==> config.mk <==
export PLATFORM = sky130hd
export DESIGN_NAME = writeback_stage
export DESIGN_NICKNAME = d
export VERILOG_FILES = /design/src/rtl/writeback_stage_pkg.sv /design/src/rtl/writeback_stage_load_align.sv /design/src/rtl/writeback_stage.sv
export SDC_FILE = /design/constraint.sdc
export NUM_CORES = 1
export LEC_CHECK = 0
export ABC_AREA = 1
export CORE_MARGIN = 10
export CORE_UTILIZATION = 53
export CTS_BUF_LIST = sky130_fd_sc_hd__clkbuf_8 sky130_fd_sc_hd__clkbuf_16
export DETAILED_ROUTE_END_ITERATION = 8
export GPL_TIMING_DRIVEN = 0
export PLACE_DENSITY_LB_ADDON = 0.08
export SETUP_SLACK_MARGIN = 0.05
export SLEW_MARGIN = 30
export SYNTH_ARGS = -nofsm -noshare
export SYNTH_HDL_FRONTEND = slang
export SYNTH_HIERARCHICAL = 1
export SYNTH_SLANG_ARGS = --single-unit
==> constraint.sdc <==
create_clock -name clk -period 4.62 [get_ports clk]
set_input_delay 0.924 -clock clk [delete_from_list [all_inputs] [get_ports clk]]
set_output_delay 0.924 -clock clk [all_outputs]
set_load 0.01 [all_outputs]
==> src/rtl/writeback_stage_pkg.sv <==
// Shared encodings and FIFO entry layout for the writeback stage and LSU.
package writeback_stage_pkg;

    localparam int unsigned XLEN  = 32;
    localparam int unsigned RD_W  = 5;
    localparam int unsigned SRC_W = 2;
    localparam int unsigned F3_W  = 3;

    // Result source encodings.
    localparam logic [SRC_W-1:0] SRC_ALU  = 2'd0;
    localparam logic [SRC_W-1:0] SRC_LOAD = 2'd1;
    localparam logic [SRC_W-1:0] SRC_PC4  = 2'd2;
    localparam logic [SRC_W-1:0] SRC_NONE = 2'd3;

    // RV32 load funct3 codes.
    localparam logic [F3_W-1:0] LB  = 3'b000;
    localparam logic [F3_W-1:0] LH  = 3'b001;
    localparam logic [F3_W-1:0] LW  = 3'b010;
    localparam logic [F3_W-1:0] LBU = 3'b100;
    localparam logic [F3_W-1:0] LHU = 3'b101;

    // Result FIFO entry; rd is sized for the full register file and
    // narrower selects are zero-extended into it.
    typedef struct packed {
        logic            noWrite;
        logic [RD_W-1:0] rd;
        logic [XLEN-1:0] data;
    } wb_entry_t;

endpackage

==> src/rtl/writeback_stage_load_align.sv <==
// Load data alignment and sign/zero extension (also reused by the LSU).
module writeback_stage_load_align
    import writeback_stage_pkg::*;
(
    input  logic [2:0]  funct3,
    input  logic [1:0]  addrLow,
    input  logic [31:0] memData,
    output logic [31:0] data,
    output logic        err
);

    logic [7:0]  byteVal;
    logic [15:0] halfVal;

    // Pick the addressed byte/halfword and extend according to funct3.
    always_comb begin
        byteVal = memData[7:0];
        halfVal = addrLow[1] ? memData[31:16] : memData[15:0];
        data    = 32'd0;
        err     = 1'b0;
        case (addrLow)
            2'd0:    byteVal = memData[7:0];
            2'd1:    byteVal = memData[15:8];
            2'd2:    byteVal = memData[23:16];
            default: byteVal = memData[31:24];
        endcase
        case (funct3)
            LB:      data = {{24{byteVal[7]}}, byteVal};
            LBU:     data = {24'd0, byteVal};
            LH:      data = {{16{halfVal[15]}}, halfVal};
            LHU:     data = {16'd0, halfVal};
            LW:      data = memData;
            default: err  = 1'b1;
        endcase
    end

endmodule

==> src/rtl/writeback_stage.sv <==
// Final pipeline stage: forms results, buffers them in a 2-entry FIFO and
// drives the register file write port plus a forwarding tap.
module writeback_stage
    import writeback_stage_pkg::*;
#(
    parameter int unsigned SEL_W = 2,
    parameter int unsigned DEPTH = 2
) (
    input  logic             clk,
    input  logic             rst,
    input  logic             inValid,
    output logic             inReady,
    input  logic [SEL_W-1:0] inRd,
    input  logic [1:0]       inSrc,
    input  logic [31:0]      inAluResult,
    input  logic [31:0]      inMemData,
    input  logic [2:0]       inFunct3,
    input  logic [1:0]       inAddrLow,
    input  logic [31:0]      inPc,
    input  logic             wbStall,
    output logic             writeEn,
    output logic [SEL_W-1:0] writeSel,
    output logic [31:0]      writeData,
    output logic             fwdValid,
    output logic [SEL_W-1:0] fwdSel,
    output logic [31:0]      fwdData,
    output logic             loadErr
);

    wb_entry_t   mem [DEPTH];
    logic [1:0]  count;
    logic        wrPtr;
    logic        rdPtr;
    logic [31:0] alignData;
    logic        alignErr;
    wb_entry_t   newEntry;
    wb_entry_t   head;
    wb_entry_t   tail;
    logic        notEmpty;
    logic        push;
    logic        pop;

    writeback_stage_load_align uAlign (
        .funct3  (inFunct3),
        .addrLow (inAddrLow),
        .memData (inMemData),
        .data    (alignData),
        .err     (alignErr)
    );

    // Handshake and FIFO control; ready deliberately ignores a same-cycle pop.
    always_comb begin
        notEmpty = (count != 2'd0);
        inReady  = !rst && (count < 2'(DEPTH));
        push     = inValid && inReady;
        pop      = notEmpty && !wbStall;
        head     = mem[rdPtr];
        tail     = mem[~wrPtr];
    end

    // Result formation from the selected source.
    always_comb begin
        newEntry.noWrite = 1'b0;
        newEntry.rd      = RD_W'(inRd);
        newEntry.data    = inAluResult;
        case (inSrc)
            SRC_LOAD: newEntry.data = alignData;
            SRC_PC4:  newEntry.data = inPc + 32'd4;
            SRC_NONE: newEntry.noWrite = 1'b1;
            default:  newEntry.data = inAluResult;
        endcase
    end

    // Register file port from the head, forwarding tap from the tail.
    always_comb begin
        writeEn   = pop && !head.noWrite && (head.rd != '0);
        writeSel  = notEmpty ? head.rd[SEL_W-1:0] : '0;
        writeData = notEmpty ? head.data : 32'd0;
        fwdValid  = notEmpty && !tail.noWrite && (tail.rd != '0);
        fwdSel    = notEmpty ? tail.rd[SEL_W-1:0] : '0;
        fwdData   = notEmpty ? tail.data : 32'd0;
    end

    // FIFO storage, pointers, occupancy and the load error pulse.
    always_ff @(posedge clk or posedge rst) begin
        if (rst) begin
            count   <= 2'd0;
            wrPtr   <= 1'b0;
            rdPtr   <= 1'b0;
            loadErr <= 1'b0;
            for (int i = 0; i < DEPTH; i++) begin
                mem[i] <= '0;
            end
        end else begin
            loadErr <= push && (inSrc == SRC_LOAD) && alignErr;
            if (push) begin
                mem[wrPtr] <= newEntry;
                wrPtr      <= ~wrPtr;
            end
            if (pop) begin
                rdPtr <= ~rdPtr;
            end
            case ({push, pop})
                2'b10:   count <= count + 2'd1;
                2'b01:   count <= count - 2'd1;
                default: count <= count;
            endcase
        end
    end

endmodule

==> results of run 1 <==
layer usage:
layer | vias to the layer above | wire (um) | global-route usage [%]
met3 | 54 | 2700 | 5.60
met1 | 3662 | 9570 | 35.4
met5 | - | 0 | 0
met4 | 0 | 732 | 9.26
li1 | 3835 | - | -
met2 | 464 | 11900 | 49.3
worst paths after layout:
kind                       slack (ns)  cells after the start           to
setup / recovery                 1.20                      6  fwdData[14]
hold / removal                   0.51                      2      mem[22]
setup reg to reg                 2.87                      6     count[1]
hold reg to reg                  0.51                      2      mem[22]
max in group asynchronous        3.00                      3      mem[29]
min in group asynchronous        1.04                      2     count[0]
per-stage QoR:
stage               instance area [um2]  hold slack, ns  worst slack [ns]  total power [mW]
floorplan                          6430           0.459              1.79              2.59
global placement                   8410           0.477             0.562              3.97
detailed placement                 8430           0.478              1.29              4.01
CTS                                8700           0.506              1.23              4.69
global route                       8700           0.533              1.14              5.01
finish                             8700           0.508              1.20              4.72
critical path, cell delays in order, from the launching register on:
cell	delay, ns
dfrtp_1	0.36
buf_2	0.20
inv_2	0.20
buf_1	0.43
nand2_1	0.10
a21oi_1	0.27
clkdlybuf4s50_1	0.60
cell families after synthesis:
| kind of cell | Yosys count | share of synthesized area (%) |
|---|---|---|
| compound gates | 190 | 15.4 |
| xor+xnor | 3 | 0.409 |
| fa+ha+maj | 6 | 1.17 |
| buf+inv | 144 | 9.55 |
| flops | 75 | 29.2 |
| simple gates | 670 | 44.3 |
flip-flops by register name, summed over array words and instances, names as in the netlist:
signal   flops
wrPtr        1
rdPtr        1
loadErr      1
count        2
mem         70
cells in the final DEF, fill, tap and decap left out, types with 4 or more instances in the layout:
cell,count
buf_1,6
inv_1,83
clkbuf_1,20
or2_2,21
nand3_1,79
clkbuf_16,9
o21ai_0,53
nand2_2,9
nand4_1,6
buf_6,4
dfrtp_1,75
a21oi_1,104
buf_2,25
nor2_4,8
nor2_1,98
nand2_1,433
ha_1,6
a211oi_1,11
o21ai_1,18
clkdlybuf4s50_1,179
nor2_2,7
report_power, final:
part,switching (mW),internal [mW]
Clock,0.259,0.385
Combinational,1.56,1.30
Sequential,0.247,0.978
layout make-up:
cell class / instances / area [um2]
clock buffers: 11 / 253
inverters: 87 / 337
fillers: 1055 / 3260
well taps: 147 / 184
clock inverters: 5 / 21.3
repair buffers: 180 / 1810
multi-input cells: 869 / 3940
flip-flops and latches: 75 / 1880
plain buffers: 57 / 280
==> flow_summary.toml, run 1 <==
[run_status]
status = "finished clean"

[timing]
period_share_pct = 74.1
finalHoldViolations = 0
setup_viol = 0
skew_ns = 0.00561
worstMarginPinSlew_ns = 0.638
fmax_ghz = 0.292
slew_violations = 0
fin_crit_ns = 3.42
worst_slew_margin_rel_pct = 57.4
grt_setup_unrepaired = "false"
final.setup.tns_ns = 0

[layout]
fin_util_pct = 72.8
nets = 1394
layoutNonFillerInstCount = 1431
drive_above_1_share_pct = 7.71
area_delta_synth_final_pct = 35.3
antenna_cells = 0

[grt]
grt_max_degree = 47
grt_pass1_vias = 7558
grt-ovfl-total = 0
grt_first_pass_wirelength_mm = 38.6
antenna_found_initial = 0
groute.usage.overall_pct = 28.7

[yosys]
synthTopCellsByArea = "dfrtp_1, nand2_1, a21oi_1"
netlist.area_leader.share_pct = 29.2
synthCells = 1088
syn_avg_cell_area_um2 = 5.91
synth_top_cell_by_area = "dfrtp_1"
ys_ff_latch = 75
netlist_area_um2 = 6430
synth_edf_count = 0
ys.flop_type = "dfrtp_1"
synth_commonest_cells = "nand2_1, a21oi_1, nor2_1, inv_1, nand3_1"
ys_types = 33
yosys_warnings = 6
async_reset_ff_share_pct = 100
yosysMostFrequentCell = "nand2_1"
ys_seq_area_share_pct = 29.2
syn_nets = 1203

[setup_path]
cp-end-kind = "output port"
worstSetupStartpoint = "wrPtr"
critPathMaxFanout = 10
critPathArrivalTime_ns = 2.50
r2r_start = "count[0]"
start_kind = "flip-flop"
cp_data_required_time_ns = 3.70
path_class = "flip-flop to output port"

[worst_hold_path]
min_from = "mem[22]"
hp-class = "flip-flop to flip-flop"

[cts]
htree_levels = 3
root_buffer = "clkbuf_16"
cts_buffer_depth = 2
cts_resized = 0
clock_latency_ns = 0.34
clkTransAtPathRegs_ns = 0.05
cts_made_buffers = 9
holdBufCountCts = 0
postCtsSetupBuffers = 0
cts_tree = "yes"
clock-sinks = 75

[power_and_ir_drop]
p_per_area_nw_per_um2 = 542
p_leak_nw = 4.17
ir_drop_uv = 299

[routing]
ant_nets = 0
vias_per_cell = 5.60
wl_per_cell_um = 17.4
num_vias = 8015
drc = 0
drt_iter0_markers = 1015
drt_wl_total_mm = 24.9
drtPass1Iterations = 6

[die]
num_rows = 40
die-area_um2 = 16900
coreArea_um2 = 12000
die_width_um = 130
ios = 181
die_y_um = 130
start_util_pct = 53.8

[placed_design]
hpwl_mm = 19.4
portBuffers = 179
gp_congestion = 0.951
dp_cells = 1415

[run]
drv_cap = 0
Note: power is estimated with default switching activity, not from simulation.
==> run 2, diff against run 1 <==
--- a/config.mk
+++ b/config.mk
@@ -7,7 +7,7 @@
 export LEC_CHECK = 0
 export ABC_AREA = 1
 export CORE_MARGIN = 10
-export CORE_UTILIZATION = 53
+export CORE_UTILIZATION = 49
 export CTS_BUF_LIST = sky130_fd_sc_hd__clkbuf_8 sky130_fd_sc_hd__clkbuf_16
 export DETAILED_ROUTE_END_ITERATION = 8
 export GPL_TIMING_DRIVEN = 0
==> constraint.sdc (replaced) <==
create_clock -name clk -period 3.2 [get_ports clk]
set_input_delay 0.64 -clock clk [delete_from_list [all_inputs] [get_ports clk]]
set_output_delay 0.64 -clock clk [all_outputs]
set_load 0.01 [all_outputs]
==> run 2 against run 1 <==
Sequential power rose by 44%. Clock-buffer cell count shrank 1. Register-to-register slack worse by 1.5 ns. Non-clock buffer count unchanged. Total power grew 49%. Combinational power is 44% higher. Clock power is 83% higher. Design area rose by 1.3%. Final cell count is 1.9% higher. Sequential share of layout area shrank 0.28 points. Die area grew 6.9%. Worst hold slack barely moved. Largest power group unchanged.
==> flow_summary.toml, run 2 (same netlist as run 1, synthesis figures left out) <==
[run_status]
status = "finished clean"

[run]
drv_cap = 0

[setup_path]
path_delay_family = "buffers and inverters"
r2r_start = "count[0]"
cp_data_required_time_ns = 2.56
cp-end-kind = "output port"
crit_slowest_cell = "clkdlybuf4s50_1"
cpPeakStageDelay_ns = 0.58
critPathArrivalTime_ns = 2.43
path_cells = "buf_2 -> inv_2 -> buf_1 -> nand2_1 -> a21oi_1 -> clkdlybuf4s50_1"
path_class = "flip-flop to output port"
critPathMaxFanout = 10
path_buf_inv = 4
start_kind = "flip-flop"
worstSetupStartpoint = "wrPtr"

[timing]
fmax_ghz = 0.326
skew_ns = 0.00559
slew_violations = 0
grt_setup_unrepaired = "false"
fin_crit_ns = 3.07
worstMarginPinSlew_ns = 0.676
finalHoldViolations = 0
setup_viol = 0
period_share_pct = 96.0
worst_slew_margin_rel_pct = 54.9

[grt]
grt_first_pass_wirelength_mm = 39.9
antenna_found_initial = 3
groute.usage.overall_pct = 27.3
grt_pass1_vias = 7702
grt-ovfl-total = 0
grt_max_degree = 45

[routing]
num_vias = 7969
vias_per_cell = 5.47
drt_wl_total_mm = 25.1
drtPass1Iterations = 5
drt_iter0_markers = 754
drc = 0
ant_nets = 0
wl_per_cell_um = 17.2

[power_and_ir_drop]
ir_drop_uv = 401
p_per_area_nw_per_um2 = 798
p_leak_nw = 4.19

[placed_design]
gp_congestion = 0.970
dp_cells = 1440
hpwl_mm = 19.8
postPlaceCellArea_um2 = 8460
portBuffers = 179

[layout]
fin_util_pct = 69.3
largest_registers = "mem (70), count (2)"
finalInstanceArea_um2 = 8820
largest_register = "mem"
fill_cells = 1238
largest_reg_flops = 70
multi_input_area_um2 = 3940
area_delta_synth_final_pct = 37.1
nets = 1394
seqCellArea_um2 = 1880
layout_commonest_cell = "nand2_1"
final_cell_mix = "nand2_1, clkdlybuf4s50_1, a21oi_1"
layoutNonFillerInstCount = 1458
drive_above_1_share_pct = 8.10

[die]
ios = 181
die-area_um2 = 18100
num_rows = 41
start_util_pct = 50.6
die_y_um = 135
coreArea_um2 = 12700
die_width_um = 135

[cts]
clock-sinks = 75
cts_buffer_depth = 2
postCtsSetupBuffers = 0
clkTransAtPathRegs_ns = 0.06
root_buffer = "clkbuf_16"
cts_made_buffers = 9
clock_latency_ns = 0.33
cts_tree = "yes"
htree_levels = 3

[worst_hold_path]
hp-class = "flip-flop to flip-flop"
min_from = "mem[29]"
run 2: cell count changes in the layout (fill, tap and decap cells not counted):
cell | previous run | this run
bufinv_16 | 0 | 3
buf_1 | 6 | 5
diode_2 | 0 | 2
clkbuf_1 | 20 | 19
inv_1 | 83 | 80
clkinv_4 | 0 | 2
clkbuf_2 | 1 | 3
clkinv_2 | 2 | 1
clkbuf_8 | 2 | 1
run 2: metrics by stage:
stage,total power [mW],setup slack (ns),hold slack (ns),setup TNS [ns]
4_1_cts,7.01,0.0939,0.503,0
6_report,7.04,0.129,0.508,0
3_5_place_dp,5.82,0.263,0.488,0
3_3_place_gp,5.74,-0.625,0.476,-46.48
5_1_grt,7.51,0.0602,0.527,0
2_1_floorplan,3.74,0.650,0.459,0
run 2: worst reg2reg max path: cells and delay by family, from the launching register on:
| family | cells | cell delay, ns |
|---|---|---|
| and+or+nand+nor | 2 | 0.53 |
| DFF | 1 | 0.42 |
| adders and majority gates | 1 | 0.34 |
| AOI/OAI and AO/OA | 2 | 0.25 |
| xor gates and xnor gates | 1 | 0.13 |
run 2: final cells by class:
type / instances / share of cell area (%)
Multi-Input combinational cell: 869 / 44.7
Sequential cell: 75 / 21.3
Timing Repair Buffer: 180 / 20.5
Inverter: 87 / 3.82
Buffer: 57 / 3.21
Clock buffer: 10 / 2.71
Tap cell: 172 / 2.44
Clock inverter: 6 / 1.28
Antenna cell: 2 / 0.0567
run 2: timing repair:
item	in CTS	in global routing
hold endpoints to repair	0	0
gates resized for setup	0	3
endpoints found under the setup margin	0	2
hold buffers	0	0
run 2: final timing paths:
kind,end,slack (ns),depth (start not counted)
min,mem[29],0.51,2
max reg2reg,count[1],1.42,6
max in group asynchronous,mem[56],1.86,3
min in group asynchronous,count[1],0.76,2
max,fwdData[31],0.13,6
min reg2reg,mem[29],0.51,2
run 2: power breakdown:
part	switching [mW]	internal (mW)
clock	0.397	0.784
sequential	0.357	1.41
combinational	2.22	1.87
run 2: metal layers:
metal / GRT usage, % / part of all wire, % / up-vias
met4: 10.8 / 3.5 / 2
met3: 4.67 / 8.4 / 66
met2: 45.2 / 47 / 400
li1: - / - / 3832
met5: 0 / 0.044 / -
met1: 34.5 / 41 / 3669
